--- src/rtl/acl_ctrl_pkg.sv ---
// rtl/acl_ctrl_pkg.sv - shared types and defaults for the ACL-gated FIFO read controller
package acl_ctrl_pkg;

   localparam int DATA_W_DEF   = 32;
   localparam int FIFO_AW_DEF  = 9;
   localparam int LQ_DEPTH_DEF = 4;
   localparam int LEN_W        = 10;

   // Frame length in words, 1..512
   typedef logic [LEN_W-1:0] len_t;

   typedef enum logic [1:0] {
      ST_IDLE     = 2'd0,
      ST_WAIT_ACL = 2'd1,
      ST_FWD      = 2'd2,
      ST_DROP     = 2'd3
   } state_t;

endpackage

--- src/rtl/frame_len_fifo.sv ---
// rtl/frame_len_fifo.sv - small circular queue of completed frame lengths
module frame_len_fifo
   import acl_ctrl_pkg::*;
#(
   parameter int DEPTH = LQ_DEPTH_DEF
) (
   input  logic clk,
   input  logic rst,
   input  logic push,
   input  len_t push_len,
   input  logic pop,
   output len_t head_len,
   output logic full,
   output logic empty,
   output logic almost_full
);

   localparam int PTR_W = (DEPTH > 1) ? $clog2(DEPTH) : 1;
   localparam int CNT_W = $clog2(DEPTH + 1);

   len_t             mem [DEPTH];
   logic [PTR_W-1:0] wr_ptr;
   logic [PTR_W-1:0] rd_ptr;
   logic [CNT_W-1:0] count;
   logic             do_push;
   logic             do_pop;

   function automatic logic [PTR_W-1:0] bump(input logic [PTR_W-1:0] p);
      return (p == PTR_W'(DEPTH - 1)) ? '0 : p + 1'b1;
   endfunction

   // A push into a full queue is dropped even if a pop happens the same cycle
   assign do_push     = push & ~full;
   assign do_pop      = pop & ~empty;
   assign full        = (count == CNT_W'(DEPTH));
   assign empty       = (count == '0);
   assign almost_full = (count >= CNT_W'(DEPTH - 1));
   assign head_len    = mem[rd_ptr];

   always_ff @(posedge clk) begin
      if (do_push) begin
         mem[wr_ptr] <= push_len;
      end
   end

   always_ff @(posedge clk or negedge rst) begin
      if (!rst) begin
         wr_ptr <= '0;
         rd_ptr <= '0;
         count  <= '0;
      end else begin
         if (do_push) begin
            wr_ptr <= bump(wr_ptr);
         end
         if (do_pop) begin
            rd_ptr <= bump(rd_ptr);
         end
         case ({do_push, do_pop})
            2'b10:   count <= count + 1'b1;
            2'b01:   count <= count - 1'b1;
            default: count <= count;
         endcase
      end
   end

endmodule

--- src/rtl/fifo_rd_ctrl.sv ---
// rtl/fifo_rd_ctrl.sv - reads whole frames out of a data FIFO and forwards or drops each one on an ACL verdict
module fifo_rd_ctrl
   import acl_ctrl_pkg::*;
#(
   parameter int DATA_W   = DATA_W_DEF,
   parameter int FIFO_AW  = FIFO_AW_DEF,
   parameter int LQ_DEPTH = LQ_DEPTH_DEF
) (
   input  logic               clk,
   input  logic               rst,
   input  logic               i_wr_beat,
   input  logic               i_wr_tlast,
   input  logic [FIFO_AW-1:0] i_wr_cnt,
   output logic               o_rx_hold,
   output logic               o_rd_valid,
   input  logic [DATA_W-1:0]  i_fifo_data,
   input  logic               i_acl_valid,
   input  logic               i_acl_permit,
   output logic               o_acl_ready,
   output logic [DATA_W-1:0]  o_tx_tdata,
   output logic               o_tx_tvalid,
   output logic               o_tx_tlast,
   input  logic               i_tx_tready,
   output logic [15:0]        o_fwd_cnt,
   output logic [15:0]        o_drop_cnt
);

   localparam logic [FIFO_AW-1:0] HOLD_LVL = FIFO_AW'((1 << FIFO_AW) - 2);

   state_t            state;
   len_t              beat_cnt;
   len_t              frame_len;
   len_t              rd_left;
   logic              run_q;
   logic              acl_ready_q;
   logic              lq_push;
   logic              lq_pop;
   logic              lq_full;
   logic              lq_empty;
   logic              lq_afull;
   len_t              lq_head;
   logic              fwd_rd_d1;
   logic              last_d1;
   logic              sp_valid;
   logic              sp_last;
   logic [DATA_W-1:0] sp_data;
   logic              tx_pop;
   logic              rd_last;
   logic [1:0]        occ;

   assign frame_len = beat_cnt + len_t'(1);
   assign lq_push   = i_wr_beat & i_wr_tlast;
   assign lq_pop    = (state == ST_IDLE) & ~lq_empty;

   always_ff @(posedge clk or negedge rst) begin
      if (!rst) begin
         beat_cnt <= '0;
      end else if (i_wr_beat) begin
         beat_cnt <= i_wr_tlast ? '0 : beat_cnt + len_t'(1);
      end
   end

   frame_len_fifo #(
      .DEPTH (LQ_DEPTH)
   ) u_len_q (
      .clk         (clk),
      .rst         (rst),
      .push        (lq_push),
      .push_len    (frame_len),
      .pop         (lq_pop),
      .head_len    (lq_head),
      .full        (lq_full),
      .empty       (lq_empty),
      .almost_full (lq_afull)
   );

   // run_q keeps hold low during reset even if the FIFO still reports a high level
   always_ff @(posedge clk or negedge rst) begin
      if (!rst) begin
         run_q <= 1'b0;
      end else begin
         run_q <= 1'b1;
      end
   end

   assign o_rx_hold   = run_q & (lq_afull | lq_full | (i_wr_cnt >= HOLD_LVL));
   assign o_acl_ready = acl_ready_q;
   assign tx_pop      = o_tx_tvalid & i_tx_tready;

   // Skid occupancy after this cycle's egress pop, counting the read whose data lands now
   assign occ = {1'b0, o_tx_tvalid} + {1'b0, sp_valid} + {1'b0, fwd_rd_d1} - {1'b0, tx_pop};

   always_comb begin
      o_rd_valid = 1'b0;
      case (state)
         ST_FWD:  o_rd_valid = (rd_left != '0) && (occ < 2'd2);
         ST_DROP: o_rd_valid = (rd_left != '0);
         default: o_rd_valid = 1'b0;
      endcase
   end

   assign rd_last = o_rd_valid & (rd_left == len_t'(1));

   always_ff @(posedge clk or negedge rst) begin
      if (!rst) begin
         state       <= ST_IDLE;
         rd_left     <= '0;
         acl_ready_q <= 1'b0;
         o_fwd_cnt   <= '0;
         o_drop_cnt  <= '0;
      end else begin
         if (o_rd_valid) begin
            rd_left <= rd_left - len_t'(1);
         end
         case (state)
            ST_IDLE: begin
               if (!lq_empty) begin
                  rd_left     <= lq_head;
                  acl_ready_q <= 1'b1;
                  state       <= ST_WAIT_ACL;
               end
            end
            ST_WAIT_ACL: begin
               if (i_acl_valid) begin
                  acl_ready_q <= 1'b0;
                  state       <= i_acl_permit ? ST_FWD : ST_DROP;
               end
            end
            ST_FWD: begin
               if (tx_pop && o_tx_tlast) begin
                  o_fwd_cnt <= o_fwd_cnt + 16'd1;
                  state     <= ST_IDLE;
               end
            end
            ST_DROP: begin
               if (rd_last) begin
                  o_drop_cnt <= o_drop_cnt + 16'd1;
                  state      <= ST_IDLE;
               end
            end
            default: state <= ST_IDLE;
         endcase
      end
   end

   // Only forwarded reads are captured; dropped words returning late are ignored
   always_ff @(posedge clk or negedge rst) begin
      if (!rst) begin
         fwd_rd_d1   <= 1'b0;
         last_d1     <= 1'b0;
         sp_valid    <= 1'b0;
         sp_last     <= 1'b0;
         sp_data     <= '0;
         o_tx_tvalid <= 1'b0;
         o_tx_tlast  <= 1'b0;
         o_tx_tdata  <= '0;
      end else begin
         fwd_rd_d1 <= o_rd_valid & (state == ST_FWD);
         last_d1   <= rd_last;
         if (tx_pop) begin
            if (sp_valid) begin
               o_tx_tdata  <= sp_data;
               o_tx_tlast  <= sp_last;
               o_tx_tvalid <= 1'b1;
               sp_valid    <= fwd_rd_d1;
               sp_data     <= i_fifo_data;
               sp_last     <= last_d1;
            end else begin
               o_tx_tvalid <= fwd_rd_d1;
               o_tx_tlast  <= fwd_rd_d1 & last_d1;
               if (fwd_rd_d1) begin
                  o_tx_tdata <= i_fifo_data;
               end
            end
         end else if (fwd_rd_d1) begin
            if (!o_tx_tvalid) begin
               o_tx_tdata  <= i_fifo_data;
               o_tx_tlast  <= last_d1;
               o_tx_tvalid <= 1'b1;
            end else begin
               sp_data  <= i_fifo_data;
               sp_last  <= last_d1;
               sp_valid <= 1'b1;
            end
         end
      end
   end

endmodule

--- config.mk ---
export PLATFORM = sky130hd
export DESIGN_NAME = fifo_rd_ctrl
export DESIGN_NICKNAME = d
export VERILOG_FILES = /design/src/rtl/acl_ctrl_pkg.sv /design/src/rtl/frame_len_fifo.sv /design/src/rtl/fifo_rd_ctrl.sv
export SDC_FILE = /design/constraint.sdc
export NUM_CORES = 1
export LEC_CHECK = 0
export BUFFER_PORTS_ARGS = -buffer_cell sky130_fd_sc_hd__buf_4
export CORE_UTILIZATION = 55
export DETAILED_ROUTE_END_ITERATION = 16
export PLACE_DENSITY = 0.82
export RECOVER_POWER = 100
export SYNTH_ARGS = -nofsm -noshare
export SYNTH_HDL_FRONTEND = slang
export SYNTH_SLANG_ARGS = --single-unit
--- constraint.sdc ---
create_clock -name clk -period 6.4 [get_ports clk]
set_input_delay 1.28 -clock clk [delete_from_list [all_inputs] [get_ports clk]]
set_output_delay 1.28 -clock clk [all_outputs]
set_load 0.05 [all_outputs]
==> impl_metrics.csv, run 1 <==
group,metric,value,unit
grt,track_usage,0.220,
logic_synthesis,yosysWarnings,0,
floorplan,coreArea,13900,um^2
logic_synthesis,synth_edf_count,40,
clocking,h-tree-depth,4,
pwr,combPwrFrac,0.348,
routing,wire_per_inst,16.1,um
critical_path,crit_slowest_cell,"clkbuf_1",
critical_path,critical_path_arrival,4040,ps
logic_synthesis,ys_seq_area_frac,0.579,
job,cap_violations,3,
placed_design,dp_slack,1550,ps
routing,viasPerCell,5.55,
logic_synthesis,synth_seq_cells,173,
pwr,p_int,0.00253,W
clocking,cts_max_path_buffers,2,
timing,setup-tns-final,0,ps
pwr,swShare,0.387,
routing,route.detailed.drc,0,
critical_path,crit_path_end_kind,"output pin",
timing,period_share,0.831,
critical_path,critical_path_buf_inv_count,4,
finish,fin_cells,949,
critical_path,required,5120,ps
floorplan,start_util,0.563,
clocking,cts_root_buf,"clkbuf_16",
critical_path,crit_fanout,8,
logic_synthesis,ys.flop_type,"dfrtp_1",
timing,setup_ws,1080,ps
pwr,p_sw,0.00159,W
pwr,p_leak,3.98,nW
finish,drive_above_1_share,0.168,
timing,slew_headroom,-0.826,
run_status,violations,"max-capacitance violations, max-slew violations",
grt,grt_pass1_vias,5301,
hold_path,whs_path_depth,1,
grt,antenna_found_initial,0,
critical_path,critPathTopFamily,"buffers and inverters",
grt,grt_overflow,0,
logic_synthesis,avgSynthCellArea,12.2,um^2
logic_synthesis,async_reset_ff_frac,0.769,
clocking,numCtsBuffers,17,
timing,finalClockSkew,8.07,ps
pwr,powerDensity,455,nW/um^2
routing,dr.pass1.iters,4,
routing,totalWireLength,15300,um
clocking,cts_sinks,173,
timing,period_minus_slack,5320,ps
grt,grt_max_degree,84,
logic_synthesis,syn-instance-count,641,
timing,setup_violations,0,
routing,vias,5266,
clocking,cts_setup_buffers,0,
logic_synthesis,ys_types,55,
floorplan,io_pins,117,
floorplan,die_w,121,um
logic_synthesis,syn-num-nets,705,
timing,drv_slew,150,
routing,drt.antenna.violating_nets,0,
timing,max_freq,0.188,GHz
pwr,ir_worst_vdd,224,uV
timing,finalHoldViolCount,0,
finish,areaGrowthSynthToFinish,15.8,%
placed_design,placed_cells,917,
hold_path,hp-class,"flop to flop",
timing,worst_pin_slew,2740,ps
critical_path,cp.depth,10,
clocking,ctsResizeCount,0,
placed_design,io_buffers,115,
finish,finalNetCount,820,
floorplan,die-area,14700,um^2
clocking,cts_tree,"built",
run_status,status,"finished, violations left",
finish,n_antenna_cell,0,
placed_design,gp_congestion,0.805,
clocking,cts_hold_buf,0,
pwr,clock_power_share,0.238,
critical_path,crit_path_start_kind,"input port",
critical_path,rr_worst_depth,5,
critical_path,slowest_delay,540,ps
clocking,clkTransAtPathRegs,60,ps
logic_synthesis,synth_area,7820,um^2
critical_path,critPathKind,"input port to output pin",
timing,rsz0062_at_grt,"false",
placed_design,hpwl,10300,um
floorplan,rows,43,
floorplan,die_h,121,um
pwr,power_frac_seq,0.414,
critical_path,path_cells,"clkbuf_1 -> nand2_1 -> inv_1 -> ha_1 -> inv_1 -> ha_1 -> a21oi_1 -> mux2_1 -> nor3_1 -> clkbuf_1",
grt,grt_first_pass_wirelength,24800,um
routing,drtIter0Drc,306,
clocking,clock_latency,420,ps
## synth_stat cells, drive strengths merged, types with 3 or more instances
cell / count / share of area
nor2b: 4 / 0.0032
nand3: 26 / 0.017
and3: 6 / 0.0048
o21ai: 19 / 0.012
o21a: 3 / 0.0029
dfrtp: 133 / 0.43
xnor2: 23 / 0.026
nand2b: 5 / 0.0040
ha: 15 / 0.024
inv: 32 / 0.015
o211ai: 3 / 0.0029
nor2: 52 / 0.025
and2: 7 / 0.0056
nand2: 39 / 0.019
nor3: 18 / 0.016
xor2: 23 / 0.026
or3: 4 / 0.0042
clkbuf: 14 / 0.0080
o22ai: 7 / 0.0056
nor4: 9 / 0.011
buf: 8 / 0.0064
mux2: 36 / 0.052
edfxtp: 40 / 0.15
mux2i: 36 / 0.046
a31oi: 3 / 0.0024
nand4: 8 / 0.0064
mux4: 10 / 0.029
a21oi: 41 / 0.027
## worst register-to-register path: stages, from the launching register on
cell and delay, ps:
dfrtp_1 540, nand2_1 120, ha_1 240, nor3_1 190, clkbuf_1 1890, a21oi_1 250
## registers in the layout, indices dropped and copies added, names as in the netlist, 2 cells and up
name / flops
u_len_q.mem: 40
o_tx_tdata: 32
sp_data: 32
o_drop_cnt: 16
o_fwd_cnt: 16
beat_cnt: 10
rd_left: 10
u_len_q.count: 3
state: 2
u_len_q.rd_ptr: 2
u_len_q.wr_ptr: 2
## cells in the final DEF (no fill, tap or decap), types with 18 or more instances in the layout
cell type  count
dfrtp_1      133
clkbuf_1      76
nor2_1        52
buf_4         43
a21oi_1       41
edfxtp_1      40
nand2_1       38
mux2i_1       36
mux2_2        35
inv_1         32
nand3_1       26
xnor2_1       23
xor2_1        23
o21ai_0       19
nor3_1        18
## metal layers
metal / share of wire / up-vias / GRT usage / wire length (um)
li1: - / 2506 / - / -
met1: 0.42 / 2619 / 0.263 / 6390
met2: 0.53 / 114 / 0.384 / 8060
met3: 0.037 / 27 / 0.0456 / 567
met4: 0.020 / 0 / 0.0918 / 307
met5: 0 / - / 0 / 0
## cells by family (layout without fill, tap and decap cells)
kind of cell    count (synthesis)  count (layout)  share of synthesized area
other cells                     1               1                   0.000480
mux                            82              82                      0.127
xor+xnor                       46              46                     0.0515
buf+inv                        54             182                     0.0298
flops                         173             173                      0.579
simple gates                  188             188                      0.127
fa+ha+maj                      16              16                     0.0266
compound gates                 81              81                     0.0581
## cell type report
| cell class | count | area (um^2) |
|---|---|---|
| inverter | 32 | 120 |
| clock buffer | 20 | 457 |
| timing repair buffer | 118 | 604 |
| tap | 180 | 225 |
| sequential | 173 | 4530 |
| fill | 1090 | 4830 |
| multi-input combinational | 414 | 3010 |
| clock inverter | 12 | 111 |
## per-stage QoR
| stage | total power [W] | area, um^2 | utilization | hold slack (ps) |
|---|---|---|---|---|
| global placement | 0.00317 | 8830 | 0.636 | 458 |
| floorplan | 0.00283 | 7820 | - | 479 |
| detailed placement | 0.00326 | 8830 | 0.636 | 462 |
| CTS | 0.00426 | 9390 | 0.677 | 472 |
| finish | 0.00412 | 9050 | 0.652 | 467 |
| global route | 0.00434 | 9050 | 0.652 | 490 |
## path summary, 6_finish.rpt
check	start	to	slack, ps
max	i_tx_tready	o_rd_valid	1080
min	o_drop_cnt[15]	o_drop_cnt[15]	470
min reg2reg	o_drop_cnt[15]	o_drop_cnt[15]	470
max in group asynchronous	rst	o_tx_tdata[11]	2480
max reg2reg	o_tx_tvalid	o_tx_tdata[22]	2920
min in group asynchronous	rst	o_fwd_cnt[10]	1720
## power by group through the flow
stage	clock network, W	registers (W)	logic [W]
2_1_floorplan	0	0.00200	0.000828
3_3_place_gp	0	0.00170	0.00147
3_5_place_dp	0	0.00173	0.00154
4_1_cts	0.00100	0.00171	0.00155
5_1_grt	0.00104	0.00175	0.00156
6_report	0.000981	0.00171	0.00143
Power figures use the tool's default switching activity.
==> run 2, diff against run 1 <==
CORE_UTILIZATION = 51   (was 55)
PLACE_DENSITY = 0.8   (was 0.82)
clock period = 4.3 ns   (was 6.4 ns; I/O delays follow)
==> run 2 against run 1 <==
  * Via count down 0.85%
  * Register-to-register slack worse by 1700 ps
  * The run still ends with max-capacitance violations, max-slew violations left
  * Worst hold slack better by 21 ps
  * Sequential power up 48%
  * Wire length down 1.0%
  * Largest power group unchanged
  * First-iteration DRC count down 5.2%
  * Die area up 7.7%
  * Sequential share of layout area down 0.45 points
  * Total power up 52%
  * Utilization down 3.3 points
  * Clock-buffer cell count up 3
  * Combinational power up 48%
==> impl_metrics.csv, run 2 (synthesis gave the netlist of run 1 again) <==
group,metric,value,unit
run_status,status,"finished, violations left",
run_status,violations,"max-capacitance violations, max-slew violations",
finish,finalNetCount,820,
finish,top_register,"u_len_q.mem",
clocking,cts_root_buf,"clkbuf_16",
clocking,ctsResizeCount,0,
critical_path,crit_slowest_cell,"mux2_2",
grt,track_usage,0.201,
grt,grt_pass1_vias,5376,
pwr,powerDensity,685,nW/um^2
timing,max_freq,0.248,GHz
floorplan,die_h,126,um
clocking,cts_sinks,173,
finish,reg_top3,"u_len_q.mem x40, o_tx_tdata x32, sp_data x32",
floorplan,start_util,0.530,
hold_path,hp-class,"flop to flop",
timing,worst_pin_slew,1940,ps
critical_path,crit_fanout,8,
finish,largest_register_ffs,40,
pwr,ir_worst_vdd,309,uV
critical_path,slowest_delay,430,ps
clocking,cts_max_path_buffers,2,
placed_design,hpwl,10300,um
grt,grt_overflow,0,
routing,route.detailed.drc,0,
job,cap_violations,3,
routing,dr.pass1.iters,4,
clocking,clkTransAtPathRegs,60,ps
critical_path,critical_path_arrival,3170,ps
timing,slew_headroom,-0.291,
grt,grt_first_pass_wirelength,25300,um
timing,finalClockSkew,7.96,ps
clocking,numCtsBuffers,17,
floorplan,die-area,15800,um^2
timing,hold_slack,488,ps
grt,antenna_found_initial,0,
timing,setup_violations,0,
clocking,cts_hold_buf,0,
timing,setup_ws,272,ps
placed_design,gp_congestion,0.793,
routing,drtIter0Drc,290,
timing,drv_slew,145,
timing,finalHoldViolCount,0,
finish,final_util,0.619,
clocking,cts_tree,"built",
pwr,p_leak,4.03,nW
critical_path,crit_path_start_kind,"input port",
critical_path,crit_path_end_kind,"output pin",
placed_design,io_buffers,115,
finish,areaGrowthSynthToFinish,16.9,%
finish,drive_above_1_share,0.172,
grt,grt_max_degree,79,
finish,layout_common_cells,"dfrtp_1, clkbuf_1, nor2_1, buf_4, a21oi_1",
floorplan,coreArea,14800,um^2
critical_path,critPathKind,"input port to output pin",
floorplan,die_w,126,um
timing,period_share,0.937,
timing,setup-tns-final,0,ps
routing,vias,5221,
routing,drt.antenna.violating_nets,0,
placed_design,dp_slack,358,ps
timing,rsz0062_at_grt,"false",
floorplan,rows,44,
clocking,clock_latency,420,ps
timing,period_minus_slack,4030,ps
routing,viasPerCell,5.48,
clocking,cts_setup_buffers,0,
finish,layout_commonest_cell,"dfrtp_1",
critical_path,required,3440,ps
critical_path,path_cells,"buf_4 -> nand2_1 -> inv_1 -> ha_1 -> inv_1 -> ha_1 -> a21oi_1 -> mux2_2 -> nor3_1 -> buf_4",
floorplan,io_pins,117,
routing,totalWireLength,15200,um
routing,wire_per_inst,15.9,um
clocking,h-tree-depth,4,
finish,n_antenna_cell,0,
==> run 2: final timing paths <==
check                                    from        endpoint  slack [ps]  cells past startpoint
worst max-delay path              i_tx_tready      o_rd_valid         270                     10
worst min-delay path            o_fwd_cnt[15]   o_fwd_cnt[15]         490                      1
worst max register to register    o_tx_tvalid      rd_left[8]        1210                     10
worst min register to register  o_fwd_cnt[15]   o_fwd_cnt[15]         490                      1
max in group asynchronous                 rst  o_tx_tdata[19]        1100                      2
min in group asynchronous                 rst   o_fwd_cnt[11]         980                      1
==> run 2: cell type report <==
class | count | area (um^2)
Inverter | 32 | 120
Tap cell | 184 | 230
Fill cell | 1210 | 5620
Clock inverter | 9 | 130
Multi-Input combinational cell | 414 | 3010
Timing Repair Buffer | 118 | 618
Clock buffer | 23 | 499
Sequential cell | 173 | 4530
==> run 2: stage by stage <==
| step | instance area [um^2] | power [W] | instances |
|---|---|---|---|
| floorplan | 7820 | 0.00421 | 641 |
| detailed placement | 8840 | 0.00484 | 921 |
| finish | 9140 | 0.00626 | 953 |
| CTS | 9470 | 0.00646 | 953 |
| global route | 9140 | 0.00660 | 953 |
| global placement | 8840 | 0.00473 | 921 |
==> run 2: metal layers <==
metal	vias to the layer above	global-route usage	routed length [um]
met1	2598	0.243	6510
met4	0	0.0822	299
met3	22	0.0404	508
met2	105	0.354	7850
li1	2496	-	-
met5	-	0	0
==> run 2: power by group <==
part	switching (W)	internal, W
combinational	0.00135	0.000769
sequential	0.000368	0.00216
clock	0.000610	0.000996
total	0.00233	0.00393
==> run 2: critical path, delay by kind of cell <==
family	cells	cell delay, ps
AND/OR/NAND/NOR	2	500
AO/OA/AOI/OAI	1	300
buffers and inverters	4	540
multiplexers	1	430
adder cells (fa/ha/maj)	2	520
==> run 3, diff against run 2 <==
CORE_UTILIZATION = 45   (was 51)
PLACE_DENSITY = 0.73   (was 0.8)
==> run 3 against run 2 <==
  * The flow still finishes with violations (max-capacitance violations, max-slew violations)
  * Final cell count up 3.8%
  * Largest cell class unchanged
  * Sequential power about the same
  * Largest power group unchanged
  * Highest routed layer unchanged
  * Sequential share of layout area is 0.081 points lower
  * Via count is 1.2% lower
==> impl_metrics.csv, run 3 (synthesis gave the netlist of run 1 again) <==
group,metric,value,unit
placed_design,dp_slack,346,ps
critical_path,crit_path_end_kind,"output pin",
floorplan,rows,47,
clocking,clock_latency,420,ps
grt,antenna_found_initial,0,
finish,layout_common_cells,"dfrtp_1, clkbuf_1, nor2_1, buf_4, a21oi_1",
routing,wire_per_inst,15.4,um
finish,final_util,0.546,
timing,setup_violations,0,
floorplan,die_h,134,um
critical_path,required,3440,ps
pwr,clock_power_share,0.245,
timing,finalHoldViolCount,0,
placed_design,hpwl,10600,um
routing,route.detailed.drc,0,
pwr,swShare,0.392,
pwr,ir_worst_vdd,356,uV
critical_path,path_cells,"buf_4 -> nand2_1 -> inv_1 -> ha_1 -> inv_1 -> ha_1 -> a21oi_1 -> mux2_2 -> nor3_1 -> buf_4",
finish,reg_top3,"u_len_q.mem x40, o_tx_tdata x32, sp_data x32",
finish,drive_above_1_share,0.177,
pwr,powerDensity,676,nW/um^2
routing,drtIter0Drc,150,
finish,areaGrowthSynthToFinish,17.1,%
grt,grt_max_degree,70,
routing,vias,5157,
run_status,status,"finished, violations left",
critical_path,critPathKind,"input port to output pin",
placed_design,io_buffers,115,
finish,layout_commonest_cell,"dfrtp_1",
floorplan,start_util,0.466,
routing,totalWireLength,15300,um
floorplan,coreArea,16800,um^2
timing,max_freq,0.249,GHz
clocking,cts_hold_buf,0,
critical_path,crit_slowest_cell,"mux2_2",
timing,period_minus_slack,4010,ps
timing,setup_ws,291,ps
clocking,cts_tree,"built",
critical_path,crit_fanout,8,
placed_design,gp_congestion,0.809,
routing,dr.pass1.iters,4,
timing,finalClockSkew,9.79,ps
job,cap_violations,4,
finish,finalNetCount,820,
pwr,power.total,0.00619,W
clocking,ctsResizeCount,0,
run_status,violations,"max-capacitance violations, max-slew violations",
finish,n_antenna_cell,0,
pwr,p_leak,4.02,nW
clocking,cts_setup_buffers,0,
grt,grt_first_pass_wirelength,25100,um
timing,setup-tns-final,0,ps
critical_path,slowest_delay,440,ps
floorplan,io_pins,117,
timing,slew_headroom,-0.248,
finish,fill_cells,1460,
clocking,clkTransAtPathRegs,60,ps
timing,drv_slew,197,
timing,period_share,0.932,
clocking,h-tree-depth,4,
pwr,p_sw,0.00243,W
timing,rsz0062_at_grt,"false",
grt,track_usage,0.178,
hold_path,hp-class,"flop to flop",
timing,worst_pin_slew,1870,ps
floorplan,die_w,134,um
clocking,cts_root_buf,"clkbuf_16",
finish,largest_register_ffs,40,
grt,grt_overflow,0,
routing,viasPerCell,5.21,
timing,hold_slack,474,ps
clocking,cts_sinks,173,
critical_path,crit_path_start_kind,"input port",
finish,top_register,"u_len_q.mem",
clocking,numCtsBuffers,17,
pwr,combPwrFrac,0.345,
routing,drt.antenna.violating_nets,0,
pwr,p_int,0.00376,W
grt,grt_pass1_vias,5188,
floorplan,die-area,17900,um^2
clocking,cts_max_path_buffers,2,
pwr,power_frac_seq,0.410,
critical_path,critical_path_arrival,3150,ps
==> run 3: through the flow <==
step                      cell area (um^2)  std cells
final                                 9150        989
after global routing                  9150        989
after CTS                             9490        989
after detailed placement              8890        957
after global placement                8890        957
after floorplan                       7820        641
==> run 3: layout make-up <==
class	instances	area (um^2)	area share
Multi-Input combinational cell	414	3010	0.329
Sequential cell	173	4530	0.495
Tap cell	220	275	0.0301
Clock inverter	13	135	0.0148
Timing Repair Buffer	118	618	0.0675
Clock buffer	19	464	0.0507
Inverter	32	120	0.0131
==> run 3: routing by layer <==
layer	GRT usage	routed length [um]	share of wire	vias up
li1	-	-	-	2492
met1	0.221	6750	0.44	2540
met2	0.309	7740	0.51	115
met3	0.0438	636	0.042	10
met4	0.0537	150	0.0098	0
met5	0	0	0	-
==> run 3: critical path: cells and delay by family <==
kind | cells | cell delay, ps
mux | 1 | 440
simple gates | 2 | 490
fa+ha+maj | 2 | 520
buf+inv | 4 | 530
compound gates | 1 | 310
==> run 3: path summary, 6_finish.rpt <==
| kind | start | cells after the start | end | slack, ps |
|---|---|---|---|---|
| max | i_tx_tready | 10 | o_rd_valid | 290 |
| min | o_fwd_cnt[15] | 1 | o_fwd_cnt[15] | 470 |
| max reg2reg | o_tx_tvalid | 10 | rd_left[8] | 1090 |
| min reg2reg | o_fwd_cnt[15] | 1 | o_fwd_cnt[15] | 470 |
| max in group asynchronous | rst | 2 | sp_data[19] | 1020 |
| min in group asynchronous | rst | 1 | o_fwd_cnt[10] | 910 |
==> run 3: power by group through the flow <==
stage	sequential (W)	combinational, W	clock, W
final	0.00254	0.00213	0.00152
after global routing	0.00261	0.00232	0.00163
after CTS	0.00254	0.00231	0.00155
after detailed placement	0.00257	0.00230	0
after global placement	0.00253	0.00220	0
after floorplan	0.00298	0.00123	0
